$ cat src/rtl/fault_mem_cfg_if.sv
`default_nettype none
// +------------------------------------------------------------------+
// | fault_mem_cfg_if : access bus and fault-config bundle             |
// | Rev 1.0                                                           |
// +------------------------------------------------------------------+
interface fault_mem_cfg_if #(
  parameter int DATA_WIDTH = 8,
  parameter int ADDR_WIDTH = 4
);
  localparam int FB_W = (DATA_WIDTH > 1) ? $clog2(DATA_WIDTH) : 1;

  logic                  write_read;
  logic [ADDR_WIDTH-1:0] address;
  logic [DATA_WIDTH-1:0] wdata;
  logic [DATA_WIDTH-1:0] rdata;
  logic [2:0]            fault_mode;
  logic [ADDR_WIDTH-1:0] fault_addr;
  logic [FB_W-1:0]       fault_bit;
  logic [ADDR_WIDTH-1:0] aggr_addr;
  logic                  fault_hit;

  modport master (
    output write_read, address, wdata, fault_mode, fault_addr, fault_bit, aggr_addr,
    input  rdata, fault_hit
  );

  modport slave (
    input  write_read, address, wdata, fault_mode, fault_addr, fault_bit, aggr_addr,
    output rdata, fault_hit
  );
endinterface
`default_nettype wire

$ cat src/rtl/fault_mem_cfg.sv
`default_nettype none
// +------------------------------------------------------------------+
// | fault_mem_cfg : single-port memory with runtime fault injection   |
// | Rev 1.0                                                           |
// +------------------------------------------------------------------+
module fault_mem_cfg #(
  parameter int DATA_WIDTH = 8,
  parameter int ADDR_WIDTH = 4,
  parameter int CAPACITY   = 16
) (
  input  wire logic       clk,
  input  wire logic       rst,
  fault_mem_cfg_if.slave  bus
);
  localparam int         C_DEPTH      = 1 << ADDR_WIDTH;
  localparam logic [2:0] C_MODE_SA0   = 3'd1;
  localparam logic [2:0] C_MODE_SA1   = 3'd2;
  localparam logic [2:0] C_MODE_TF_UP = 3'd3;
  localparam logic [2:0] C_MODE_TF_DN = 3'd4;
  localparam logic [2:0] C_MODE_CFIN  = 3'd5;
  localparam logic [2:0] C_MODE_NPSF  = 3'd6;
  localparam logic [2:0] C_MODE_RDF   = 3'd7;

  logic [DATA_WIDTH-1:0] r_mem   [C_DEPTH];
  // Fault-free image of every word, needed to judge stuck-at read hits.
  logic [DATA_WIDTH-1:0] r_ideal [C_DEPTH];
  logic [DATA_WIDTH-1:0] r_rdata_s;
  logic [DATA_WIDTH-1:0] r_rdata;
  logic                  r_rd_vld;
  logic                  r_fault_hit;

  logic [31:0]           w_bit_idx;
  logic [31:0]           w_addr_idx;
  logic [31:0]           w_vic_idx;
  logic                  w_acc_ok;
  logic                  w_inj;
  logic                  w_is_vic;
  logic                  w_is_aggr;
  logic [DATA_WIDTH-1:0] w_mask;
  logic [DATA_WIDTH-1:0] w_cur;
  logic [DATA_WIDTH-1:0] w_vic;
  logic                  w_cur_b;
  logic                  w_wd_b;
  logic                  w_ideal_b;
  logic [ADDR_WIDTH-1:0] w_addr_up;
  logic [ADDR_WIDTH-1:0] w_addr_dn;
  logic                  w_npsf;

  logic [DATA_WIDTH-1:0] w_wr_data;
  logic [DATA_WIDTH-1:0] w_rd_data;
  logic                  w_vic_we;
  logic [DATA_WIDTH-1:0] w_vic_data;
  logic                  w_hit;

  assign w_bit_idx  = 32'(bus.fault_bit);
  assign w_addr_idx = 32'(bus.address);
  assign w_vic_idx  = 32'(bus.fault_addr);
  assign w_acc_ok   = w_addr_idx < CAPACITY;
  assign w_inj      = (w_bit_idx < DATA_WIDTH) && (w_vic_idx < CAPACITY);
  assign w_is_vic   = w_inj && w_acc_ok && (bus.address == bus.fault_addr);
  assign w_is_aggr  = w_inj && w_acc_ok && (bus.address == bus.aggr_addr)
                      && (bus.aggr_addr != bus.fault_addr);

  assign w_mask     = DATA_WIDTH'(1) << bus.fault_bit;
  assign w_cur      = r_mem[bus.address];
  assign w_vic      = r_mem[bus.fault_addr];
  assign w_cur_b    = |(w_cur & w_mask);
  assign w_wd_b     = |(bus.wdata & w_mask);
  assign w_ideal_b  = |(r_ideal[bus.address] & w_mask);

  // Same-word neighbours fall off the ends of the shifted mask, so they read as 0.
  assign w_addr_up  = bus.fault_addr + ADDR_WIDTH'(1);
  assign w_addr_dn  = bus.fault_addr - ADDR_WIDTH'(1);
  assign w_npsf     = ((w_vic_idx + 32'd1) < CAPACITY) && |(r_mem[w_addr_up] & w_mask)
                      && (w_vic_idx != 32'd0) && |(r_mem[w_addr_dn] & w_mask)
                      && |(w_vic & (w_mask << 1))
                      && |(w_vic & (w_mask >> 1));

  always_comb begin
    w_wr_data  = bus.wdata;
    w_rd_data  = '0;
    w_vic_we   = 1'b0;
    w_vic_data = w_vic;
    w_hit      = 1'b0;
    if (w_acc_ok) begin
      if (bus.write_read) begin
        case (bus.fault_mode)
          C_MODE_SA0: if (w_is_vic) begin
            w_wr_data = bus.wdata & ~w_mask;
            w_hit     = w_wd_b;
          end
          C_MODE_SA1: if (w_is_vic) begin
            w_wr_data = bus.wdata | w_mask;
            w_hit     = !w_wd_b;
          end
          C_MODE_TF_UP: if (w_is_vic && !w_cur_b && w_wd_b) begin
            w_wr_data = bus.wdata & ~w_mask;
            w_hit     = 1'b1;
          end
          C_MODE_TF_DN: if (w_is_vic && w_cur_b && !w_wd_b) begin
            w_wr_data = bus.wdata | w_mask;
            w_hit     = 1'b1;
          end
          C_MODE_CFIN: if (w_is_aggr && !w_cur_b && w_wd_b) begin
            w_vic_we   = 1'b1;
            w_vic_data = w_vic ^ w_mask;
            w_hit      = 1'b1;
          end
          C_MODE_NPSF: if (w_is_vic && w_npsf) begin
            w_wr_data = bus.wdata & ~w_mask;
            w_hit     = w_wd_b;
          end
          default: ;
        endcase
      end else begin
        w_rd_data = w_cur;
        case (bus.fault_mode)
          C_MODE_SA0: if (w_is_vic) begin
            w_rd_data = w_cur & ~w_mask;
            w_hit     = w_ideal_b;
          end
          C_MODE_SA1: if (w_is_vic) begin
            w_rd_data = w_cur | w_mask;
            w_hit     = !w_ideal_b;
          end
          C_MODE_RDF: if (w_is_vic) begin
            w_vic_we   = 1'b1;
            w_vic_data = w_vic ^ w_mask;
            w_hit      = 1'b1;
          end
          default: ;
        endcase
      end
    end
  end

  always_ff @(posedge clk) begin
    if (bus.write_read && w_acc_ok) begin
      r_mem[bus.address]   <= w_wr_data;
      r_ideal[bus.address] <= bus.wdata;
    end
    if (w_vic_we) begin
      r_mem[bus.fault_addr] <= w_vic_data;
    end
  end

  always_ff @(posedge clk or posedge rst) begin
    if (rst) begin
      r_rdata_s   <= '0;
      r_rdata     <= '0;
      r_rd_vld    <= 1'b0;
      r_fault_hit <= 1'b0;
    end else begin
      r_fault_hit <= w_hit;
      r_rd_vld    <= !bus.write_read;
      if (!bus.write_read) begin
        r_rdata_s <= w_rd_data;
      end
      if (r_rd_vld) begin
        r_rdata <= r_rdata_s;
      end
    end
  end

  assign bus.rdata     = r_rdata;
  assign bus.fault_hit = r_fault_hit;
endmodule
`default_nettype wire

$ cat src/flat_wrapper.sv
// flat-port wrapper written by rule: the top's interface ports become plain ports
module fault_mem_cfg_flat 
#(
  parameter int DATA_WIDTH = 8,
  parameter int ADDR_WIDTH = 4,
  parameter int CAPACITY   = 16
)
  (clk, rst, bus_write_read, bus_address, bus_wdata, bus_fault_mode, bus_fault_addr, bus_fault_bit, bus_aggr_addr, bus_rdata, bus_fault_hit);
  fault_mem_cfg_if #(.DATA_WIDTH(DATA_WIDTH), .ADDR_WIDTH(ADDR_WIDTH)) bus_i ();
  input  wire logic clk;
  input  wire logic rst;
  input wire logic [$bits(bus_i.write_read)-1:0] bus_write_read;
  input wire logic [$bits(bus_i.address)-1:0] bus_address;
  input wire logic [$bits(bus_i.wdata)-1:0] bus_wdata;
  input wire logic [$bits(bus_i.fault_mode)-1:0] bus_fault_mode;
  input wire logic [$bits(bus_i.fault_addr)-1:0] bus_fault_addr;
  input wire logic [$bits(bus_i.fault_bit)-1:0] bus_fault_bit;
  input wire logic [$bits(bus_i.aggr_addr)-1:0] bus_aggr_addr;
  output wire logic [$bits(bus_i.rdata)-1:0] bus_rdata;
  output wire logic [$bits(bus_i.fault_hit)-1:0] bus_fault_hit;
  assign bus_i.write_read = bus_write_read;
  assign bus_i.address = bus_address;
  assign bus_i.wdata = bus_wdata;
  assign bus_i.fault_mode = bus_fault_mode;
  assign bus_i.fault_addr = bus_fault_addr;
  assign bus_i.fault_bit = bus_fault_bit;
  assign bus_i.aggr_addr = bus_aggr_addr;
  assign bus_rdata = bus_i.rdata;
  assign bus_fault_hit = bus_i.fault_hit;
  fault_mem_cfg #(.DATA_WIDTH(DATA_WIDTH), .ADDR_WIDTH(ADDR_WIDTH), .CAPACITY(CAPACITY)) u_core (.clk(clk), .rst(rst), .bus(bus_i));
endmodule
$ cat config.mk
export PLATFORM = sky130hd
export DESIGN_NAME = fault_mem_cfg_flat
export DESIGN_NICKNAME = d
export VERILOG_FILES = /design/src/rtl/fault_mem_cfg_if.sv /design/src/rtl/fault_mem_cfg.sv /design/src/flat_wrapper.sv
export SDC_FILE = /design/constraint.sdc
export NUM_CORES = 1
export LEC_CHECK = 0
export BUFFER_PORTS_ARGS = -buffer_cell sky130_fd_sc_hd__buf_2
export CORE_MARGIN = 2
export CORE_UTILIZATION = 40
export DETAILED_ROUTE_END_ITERATION = 8
export MAX_ROUTING_LAYER = met4
export PLACE_DENSITY = 0.52
export SLEW_MARGIN = 30
export SYNTH_ARGS = -nofsm -noshare
export SYNTH_HDL_FRONTEND = slang
export SYNTH_SLANG_ARGS = --single-unit
$ cat constraint.sdc
create_clock -name clk -period 4.4 [get_ports clk]
set_clock_uncertainty 0.2 [all_clocks]
set_input_delay 0.66 -clock clk [delete_from_list [all_inputs] [get_ports clk]]
set_output_delay 0.66 -clock clk [all_outputs]
set_load 0.01 [all_outputs]
======== Yosys cells after proc, flatten, opt, wreduce, memory -nomap -nowiden ========
Memory sizes are Yosys's and may differ from the RTL's.
Cells that the tools add are included.
Widths: inputs -> output; s select.
cells by class
  reductions and logical operators ........ 30
  equality and inequality tests ........... 10
  bitwise logic cells ..................... 13
  shift-type cells ........................ 1
  muxes and demuxes ....................... 39
  add/sub/neg operators ................... 3
  magnitude comparators ................... 4
operators by type and width
  cell                 number
  $mux 8               16
  $and 8x8->8          8
  $reduce_or 8->1      7
  $pmux 8 s5           1
  $lt 32x5->1 const B  1
  $reduce_bool 32->1   1
  $mux 1               19
  $logic_and 1x1->1    18
  $or 8x8->8           2
  $pmux 8 s2           1
  $eq 3x3->1 const B   4
  $lt 4x5->1 const B   2
  $and 8x7->8          1
  $eq 4x4->1           2
  $not 8->8            1
  $shl 1x3->8 const A  1
  $xor 8x8->8          1
  $eq 3x2->1 const B   2
  $pmux 1 s6           1
  $add 4x1->5 const B  1
  $add 4x1->4 const B  1
  $logic_not 1->1      4
  $lt 3x4->1 const B   1
  $ne 4x4->1           1
  3 further kinds      3
word-level totals
  output and inout bits ................... 9
  RAM bits ................................ 256
  register bits after elaboration ......... 18
  logic and storage cells ................. 106
  memories ................................ 2
  input bits .............................. 29
memories
  memory          words  bits a word  rd ports  clocked after memory_dff  wr ports  line                 source
  u_core.r_ideal  16     8            1         0                         1         fault_mem_cfg.sv:26  logic [DATA_WIDTH-1:0] r_ideal [C_DEPTH];
  u_core.r_mem    16     8            4         0                         2         fault_mem_cfg.sv:24  logic [DATA_WIDTH-1:0] r_mem [C_DEPTH];

======== Depth between registers and ports, before layout ========
Gate-level depths: netlist (run 1).
An unclocked memory read counts as a cell.
  depth after elaboration ................. 14
  depth in mapped cells ................... 18
  mapped depth without buffers ............ 12

======== Worst setup path after synthesis (run 1) ========
OpenSTA, ideal clock, no wires.
  path kind ............................... in2reg
  from .................................... input bus_fault_addr[0]
  to ...................................... memory u_core.r_mem[10][5], data pin
  stages .................................. 17
  library setup time ...................... 0.268 ns
  slack ................................... -0.467 ns
  buffers on the path ..................... 7
  arrival ................................. 4.399 ns
  required time ........................... 3.932 ns
  cell sequence ........................... buf_2 inv_1 buf_2 clkbuf_1 ha_1 clkbuf_1 clkbuf_1 buf_2 mux4_2 nor3_1 nor4_1 o211a_1 nor4_1 o22ai_2 nor3_4 buf_6 o22ai_1
RTL lines
  element          line                 source
  start, declared  flat_wrapper.sv:16   input wire logic [$bits(bus_i.fault_addr)-1:0] bus_fault_addr;
  end, declared    fault_mem_cfg.sv:24

==> key figures, run 1 <==
Clocking
  • Clk_lat worst skew: 0.60 ns
  • CTS Buffer Depth: 3
  • CTS sink cnt: 274
  • CTS tree: done
  • Root Driver: clkbuf_16
  • TritonCTS buffer count: 30
  • Cts hold-fix bufs: 1
  • Post-cts resize count: 0
  • H-tree depth: 1
  • Worst-path clk slew: 0.06 ns
  • Post-CTS setup buffers: 0

STA
  • Fmax: 244.0 MHz
  • Final hold violations: 0
  • Final min period: 4.098 ns
  • Slew HR: 45.59%
  • Final Max Slew Viols: 0
  • Setup TNS Final: 0 ns
  • Period utilisation layout: 93.15%
  • Final hold slack: 0.2721 ns
  • Worst Tran Pin Value: 0.8132 ns
  • RSZ-0062 raised after global routing: no
  • Setup violators final: 0

Final layout
  • Nets@finish: 1617
  • Layout cell share with drive strength beyond 1: 31.44%
  • Ant diodes: 0
  • Layout Cells excl Fill: 2152
  • # fillers: 3842
  • Synthesis-to-finish area growth: 20.79%

Floorplanning
  • Die height: 211.7 um
  • Io pins: 38
  • Row count: 76
  • Core Region: 42790 um2
  • Die area: 44810 um2
  • Starting density of the core: 40.32%
  • Chip width: 211.7 um

Placement
  • # port buffers: 37
  • Detailed placement HPWL: 49.63 mm
  • Placed Cells: 2096
  • Routability cong.: 0.9999

Worst setup path
  • Critical Path Start Type: flip-flop
  • CP Data Arrival Time: 4.33 ns
  • CP peak stage delay: 0.57 ns
  • Slowest CP cell: mux4_2
  • Most common cell on crit path: mux4_2
  • CP Cell Sequence: mux4_2 > mux4_2 > and2_0 > a211oi_1 > and2_1 > buf_12 > a31o_4 > and3_1 > nand2_2 > buf_4 > o22ai_1
  • CP Capture Type: flip-flop
  • CP Data Required Time: 4.63 ns
  • Crit path kind: flip-flop to flip-flop
  • CP Max Fanout: 15

Logic synthesis
  • Number of synthesized flops with an enable pin: 256
  • Top cells by count, synth: 256 x edfxtp_1, 167 x nand2_1, 131 x mux2i_1
  • Yosys warning count: 0
  • Synth area leaders: edfxtp_1 45%, mux4_2 16%, mux2i_1 7.6%, nand2_1 3.6%, o22ai_1 3.6%
  • Cells after synthesis: 1394
  • Sequential area share after synthesis: 47.16%
  • Most used DFF post-synth: edfxtp_1
  • Synth top area share: 44.55%
  • Distinct cell type count after synthesis: 67
  • Area leader, netlist: edfxtp_1
  • Number of synthesized register bits: 274
  • Top-count cell post-synth: edfxtp_1
  • Syn Std Cell Area: 17250 um2
  • Syn Area/Cell: 12.38 um2
  • FFs w/ async S/R, synth: 6.569%
  • Syn nets: 1428

Route
  • Iter 0 DRT Violations: 1811
  • WL per Instance: 30.60 um
  • DR pass1 iterations: 5
  • Post-route ant nets: 0
  • Via-per-instance ratio: 6.399
  • Routed vias: 13770
  • Drt drc: 0
  • Drt total wl: 65.85 mm

Power and ir drop
  • Peak supply drop: 331.4 uV
  • Lkg Pwr: 7.711 nW
  • Total power per unit cell area: 325.8 nW/um2
  • Power, Total: 6.790 mW

GRT
  • Antenna violations before repair: 0
  • Largest net degree at the start of global routing: 40
  • Total track usage: 30.51%
  • Vias in the first global route: 12980
  • Remaining Overflow, GRT: 0
  • First-pass GRT wire length: 94.26 mm

Status
  • Status: completed

Job
  • Maxcap violations: 0

Hold path
  • Worst min-delay path category: flip-flop to flip-flop
[routing by layer]
| layer | routed length (um) | vias to the layer above | GRT usage (%) |
|---|---|---|---|
| met2 | 29740 | 739 | 45.74 |
| met3 | 5950 | 107 | 4.391 |
| met5 | 0 | - | - |
| met1 | 27440 | 7002 | 42.84 |
| li1 | - | 5923 | - |
| met4 | 2717 | 0 | 10.08 |
[cells by family after synthesis]
logic type                 Yosys count  share of synthesized area, %
and+or+nand+nor                    429                         12.04
muxes                              275                         25.16
DFF                                274                         47.16
AOI/OAI and AO/OA                  250                         9.906
buffers and inverters              135                         3.916
xor gates and xnor gates            26                         1.450
adders and majority gates            5                        0.3626
[registers in the layout, indices dropped and copies added (netlist names)]
| signal | cells |
|---|---|
| u_core.bus.rdata | 8 |
| u_core.r_rd_vld | 1 |
| u_core.bus.fault_hit | 1 |
| u_core.r_mem | 128 |
| u_core.r_rdata_s | 8 |
| u_core.r_ideal | 128 |
[power breakdown]
part | switching (mW) | internal, mW
sequential | 0.0433 | 2.93
clock | 1.08 | 1.43
combinational | 0.725 | 0.592
[per-stage QoR]
step / utilization (%) / worst slack (ns) / cell area, um2
after global routing: 48.70 / 0.1277 / 20840
final: 48.70 / 0.3016 / 20840
after detailed placement: 46.42 / -0.2643 / 19860
after CTS: 48.70 / 0.3163 / 20840
after global placement: 46.42 / -0.2193 / 19860
after floorplan: - / 0.01480 / 17290
[placed cells by master (no fill, tap or decap), drive strengths merged, types with 5 or more instances in the layout]
| master | Yosys | layout |
|---|---|---|
| buf | 65 | 281 |
| edfxtp | 256 | 256 |
| nand2 | 171 | 171 |
| mux2i | 131 | 131 |
| mux4 | 125 | 125 |
| o22ai | 99 | 99 |
| nand3 | 89 | 89 |
| nor2 | 61 | 61 |
| o21ai | 42 | 42 |
| clkbuf | 60 | 34 |
| nor3 | 33 | 33 |
| a21oi | 20 | 20 |
| mux2 | 19 | 19 |
| xnor2 | 19 | 19 |
| dfrtp | 18 | 18 |
| a22oi | 17 | 17 |
| a41oi | 16 | 16 |
| clkinv | 0 | 16 |
| nor2b | 14 | 14 |
| nand4 | 12 | 12 |
| nand2b | 12 | 12 |
| inv | 10 | 11 |
| a211oi | 10 | 10 |
| and2 | 9 | 9 |
| nor4 | 8 | 8 |
| a2111oi | 7 | 7 |
| xor2 | 7 | 7 |
| a221oi | 5 | 5 |
| a32oi | 5 | 5 |
| nand3b | 5 | 5 |
| ha | 5 | 5 |
[critical path: cells and delay by family (launching register included)]
kind,cells,cell delay (ns)
AO/OA/AOI/OAI,3,0.70
buffers and inverters,2,0.33
flip-flops,1,0.55
multiplexers,2,1.09
AND/OR/NAND/NOR,4,1.03
[final timing paths]
kind                                     start             endpoint  slack, ns  depth (start not counted)
max                        u_core.r_mem[12][6]   u_core.r_mem[9][5]       0.30                         11
max reg2reg                u_core.r_mem[12][6]   u_core.r_mem[9][5]       0.30                         11
max in group asynchronous                  rst  u_core.r_rdata_s[6]       3.05                          3
min reg2reg                u_core.r_rdata_s[2]  u_core.r_rdata_s[2]       0.27                          2
min                        u_core.r_rdata_s[2]  u_core.r_rdata_s[2]       0.27                          2
min in group asynchronous                  rst  u_core.bus.rdata[3]       0.51                          3
[layout make-up]
type                    count  area [um2]  area share, %
multi-input cells         985        8491          40.74
flip-flops and latches    274        8138          39.05
repair buffers            282        2522          12.10
clock buffers              34       765.7          3.674
well taps                 546       683.2          3.278
clock inverters            21       203.9         0.9786
inverters                  10       37.54         0.1801
Note: power is estimated with default switching activity, not from simulation.
==> run 2: changes to the inputs <==
--- a/config.mk
+++ b/config.mk
@@ -6,11 +6,12 @@
 export NUM_CORES = 1
 export LEC_CHECK = 0
 export BUFFER_PORTS_ARGS = -buffer_cell sky130_fd_sc_hd__buf_2
-export CORE_MARGIN = 2
+export CELL_PAD_IN_SITES_DETAIL_PLACEMENT = 0
+export CELL_PAD_IN_SITES_GLOBAL_PLACEMENT = 1
 export CORE_UTILIZATION = 40
 export DETAILED_ROUTE_END_ITERATION = 8
 export MAX_ROUTING_LAYER = met4
-export PLACE_DENSITY = 0.52
+export PLACE_DENSITY = 0.61
 export SLEW_MARGIN = 30
 export SYNTH_ARGS = -nofsm -noshare
 export SYNTH_HDL_FRONTEND = slang
==> key figures, run 2 (synthesis gave the netlist of run 1 again) <==
Status
  • Status: complete, but fails checks
  • Failing checks: negative hold slack

Final layout
  • Area of the multi-input gates: 8491 um2 (unchanged)
  • Design area: 20880 um2 (+0.20%)
  • # fillers: 3733 (-2.8%)
  • Ant diodes: 0 (unchanged)
  • Most common cell after layout, fill and taps aside: edfxtp_1
  • Biggest regs: u_core.r_ideal (128), u_core.r_mem (128)
  • Most frequent cells in the layout: 256 x edfxtp_1, 186 x buf_4, 167 x nand2_1
  • Sequential cell area: 8138 um2 (unchanged)
  • Layout cell share with drive strength beyond 1: 30.90% (-0.54 points)
  • Layout Cells excl Fill: 2131 (-0.98%)
  • Synthesis-to-finish area growth: 21.04%
  • Nets@finish: 1604 (-0.80%)
  • Util after Layout: 49.45% (+0.75 points)

Power and ir drop
  • Switching portion of total power: 26.65% (-0.52 points)
  • Internal: 5.010 mW (+1.3%)
  • Lkg Pwr: 7.711 nW (about the same)
  • Net switching power: 1.820 mW (-1.3%)
  • Combinational power share: 19.1% (-0.3 points)
  • Reg power frac: 43.5% (-0.2 points)
  • Part of the power in the clock network: 37.3% (+0.4 points)
  • Power, Total: 6.830 mW (+0.60%)
  • Peak supply drop: 316.0 uV (-4.6%)
  • Total power per unit cell area: 327.1 nW/um2 (+0.40%)

Route
  • Post-route ant nets: 0 (unchanged)
  • Drt total wl: 65.13 mm (-1.1%)
  • Routed vias: 13670 (-0.74%)
  • WL per Instance: 30.56 um (-0.11%)
  • Via-per-instance ratio: 6.414 (+0.24%)
  • Drt drc: 0 (unchanged)
  • Iter 0 DRT Violations: 1674 (-7.6%)
  • DR pass1 iterations: 5 (unchanged)

STA
  • RSZ-0062 raised after global routing: no
  • Final min period: 4.097 ns (-0.001224 ns)
  • Worst Tran Pin Value: 0.8545 ns (+0.04129 ns)
  • Setup TNS Final: 0 ns (unchanged)
  • Final hold slack: -0.006144 ns (-0.2783 ns)
  • Final hold violations: 18 (+18)
  • Fmax: 244.1 MHz (about the same)
  • Slew HR: 42.83% (-2.8 points)
  • Period utilisation layout: 93.12% (about the same)
  • Final Max Slew Viols: 0 (unchanged)
  • Setup violators final: 0 (unchanged)

GRT
  • First-pass GRT wire length: 93.60 mm (-0.70%)
  • Total track usage: 30.63% (+0.12 points)
  • Remaining Overflow, GRT: 0 (unchanged)
  • Vias in the first global route: 13020 (+0.29%)
  • Largest net degree at the start of global routing: 39 (-2.5%)
  • Antenna violations before repair: 0 (unchanged)

Worst setup path
  • Critical Path Start Type: flip-flop
  • CP Capture Type: flip-flop
  • Worst R2R Start: u_core.r_mem[5][4]
  • Crit path kind: flip-flop to flip-flop
  • CP Max Fanout: 16 (+1)
  • CP Data Arrival Time: 4.21 ns (-0.12 ns)
  • CP Data Required Time: 4.52 ns (-0.11 ns)
  • CP startpoint: u_core.r_mem[5][4]

Floorplanning
  • Core Region: 42230 um2 (-1.3%)
  • Chip width: 209.7 um (-0.94%)
  • Row count: 75 (-1.3%)
  • Io pins: 38 (unchanged)
  • Starting density of the core: 40.86% (+0.54 points)
  • Die area: 43970 um2 (-1.9%)
  • Die height: 209.7 um (-0.94%)

Hold path
  • Worst min-delay path category: primary input to async pin

Clocking
  • Post-CTS setup buffers: 0 (unchanged)
  • CTS Buffer Depth: 3 (unchanged)
  • Clk_lat worst skew: 0.60 ns (about the same)
  • Post-cts resize count: 0 (unchanged)
  • CTS sink cnt: 274 (unchanged)
  • CTS tree: done
  • TritonCTS buffer count: 30 (unchanged)
  • H-tree depth: 1 (unchanged)
  • Worst-path clk slew: 0.06 ns (about the same)
  • Root Driver: clkbuf_16
  • Cts hold-fix bufs: 0 (-1)

Job
  • Maxcap violations: 0 (unchanged)

Placement
  • Cell Area, Placed: 19890 um2 (+0.13%)
  • Detailed placement HPWL: 49.07 mm (-1.1%)
  • Routability cong.: 1.036 (+3.6%)
  • Placed Cells: 2077 (-0.91%)
  • # port buffers: 37 (unchanged)
run 2: final cells by class:
type	instances	area share (%)
Clock buffer	37	3.721
Clock inverter	17	1.048
Inverter	10	0.1797
Multi-Input combinational cell	985	40.66
Sequential cell	274	38.97
Tap cell	539	3.229
Timing Repair Buffer	269	12.20
run 2: routing by layer:
layer	up-vias	track usage, %	routed length (um)	share of wire (%)
li1	5909	-	-	-
met1	6874	42.60	27000	41
met2	778	43.56	28540	44
met3	108	7.661	7232	11
met4	0	10.45	2365	3.6
met5	-	-	0	0
run 2: critical path: stages, from the launching register on:
cell and delay (ns):
edfxtp_1 0.55, mux4_2 0.51, mux4_2 0.56, nand2_1 0.10
nor4b_1 0.23, buf_4 0.17, and2_1 0.19, buf_4 0.18
nor3_2 0.09, a21oi_1 0.25, nand2_1 0.12, nor3_4 0.36
buf_12 0.20, o22ai_1 0.08
run 2: power by group through the flow:
stage / Combinational, mW / Clock [mW] / Sequential [mW]
floorplan: 0.750 / 0 / 3.01
global placement: 1.29 / 0 / 3.02
detailed placement: 1.30 / 0 / 3.02
CTS: 1.30 / 2.59 / 2.97
global route: 1.38 / 2.67 / 2.98
finish: 1.31 / 2.55 / 2.97
run 2: metrics by stage:
stage               setup slack [ns]  hold WS, ns
floorplan                    0.01480       0.2444
global placement             -0.1469       0.2602
detailed placement           -0.1062       0.2686
CTS                           0.3464     0.001069
global route                  0.1152      0.05192
finish                        0.3028    -0.006144
run 2: worst paths after layout:
path                            slack, ns                   to  cells after the start
worst max register to register       0.30   u_core.r_mem[1][4]                     13
min in group clk                     0.28  u_core.r_rdata_s[5]                      2
max in group asynchronous            3.58  u_core.bus.rdata[5]                      2
worst min-delay path               -0.006  u_core.bus.rdata[2]                      2
worst max-delay path                 0.30   u_core.r_mem[1][4]                     13
worst min register to register       0.28  u_core.r_rdata_s[5]                      2
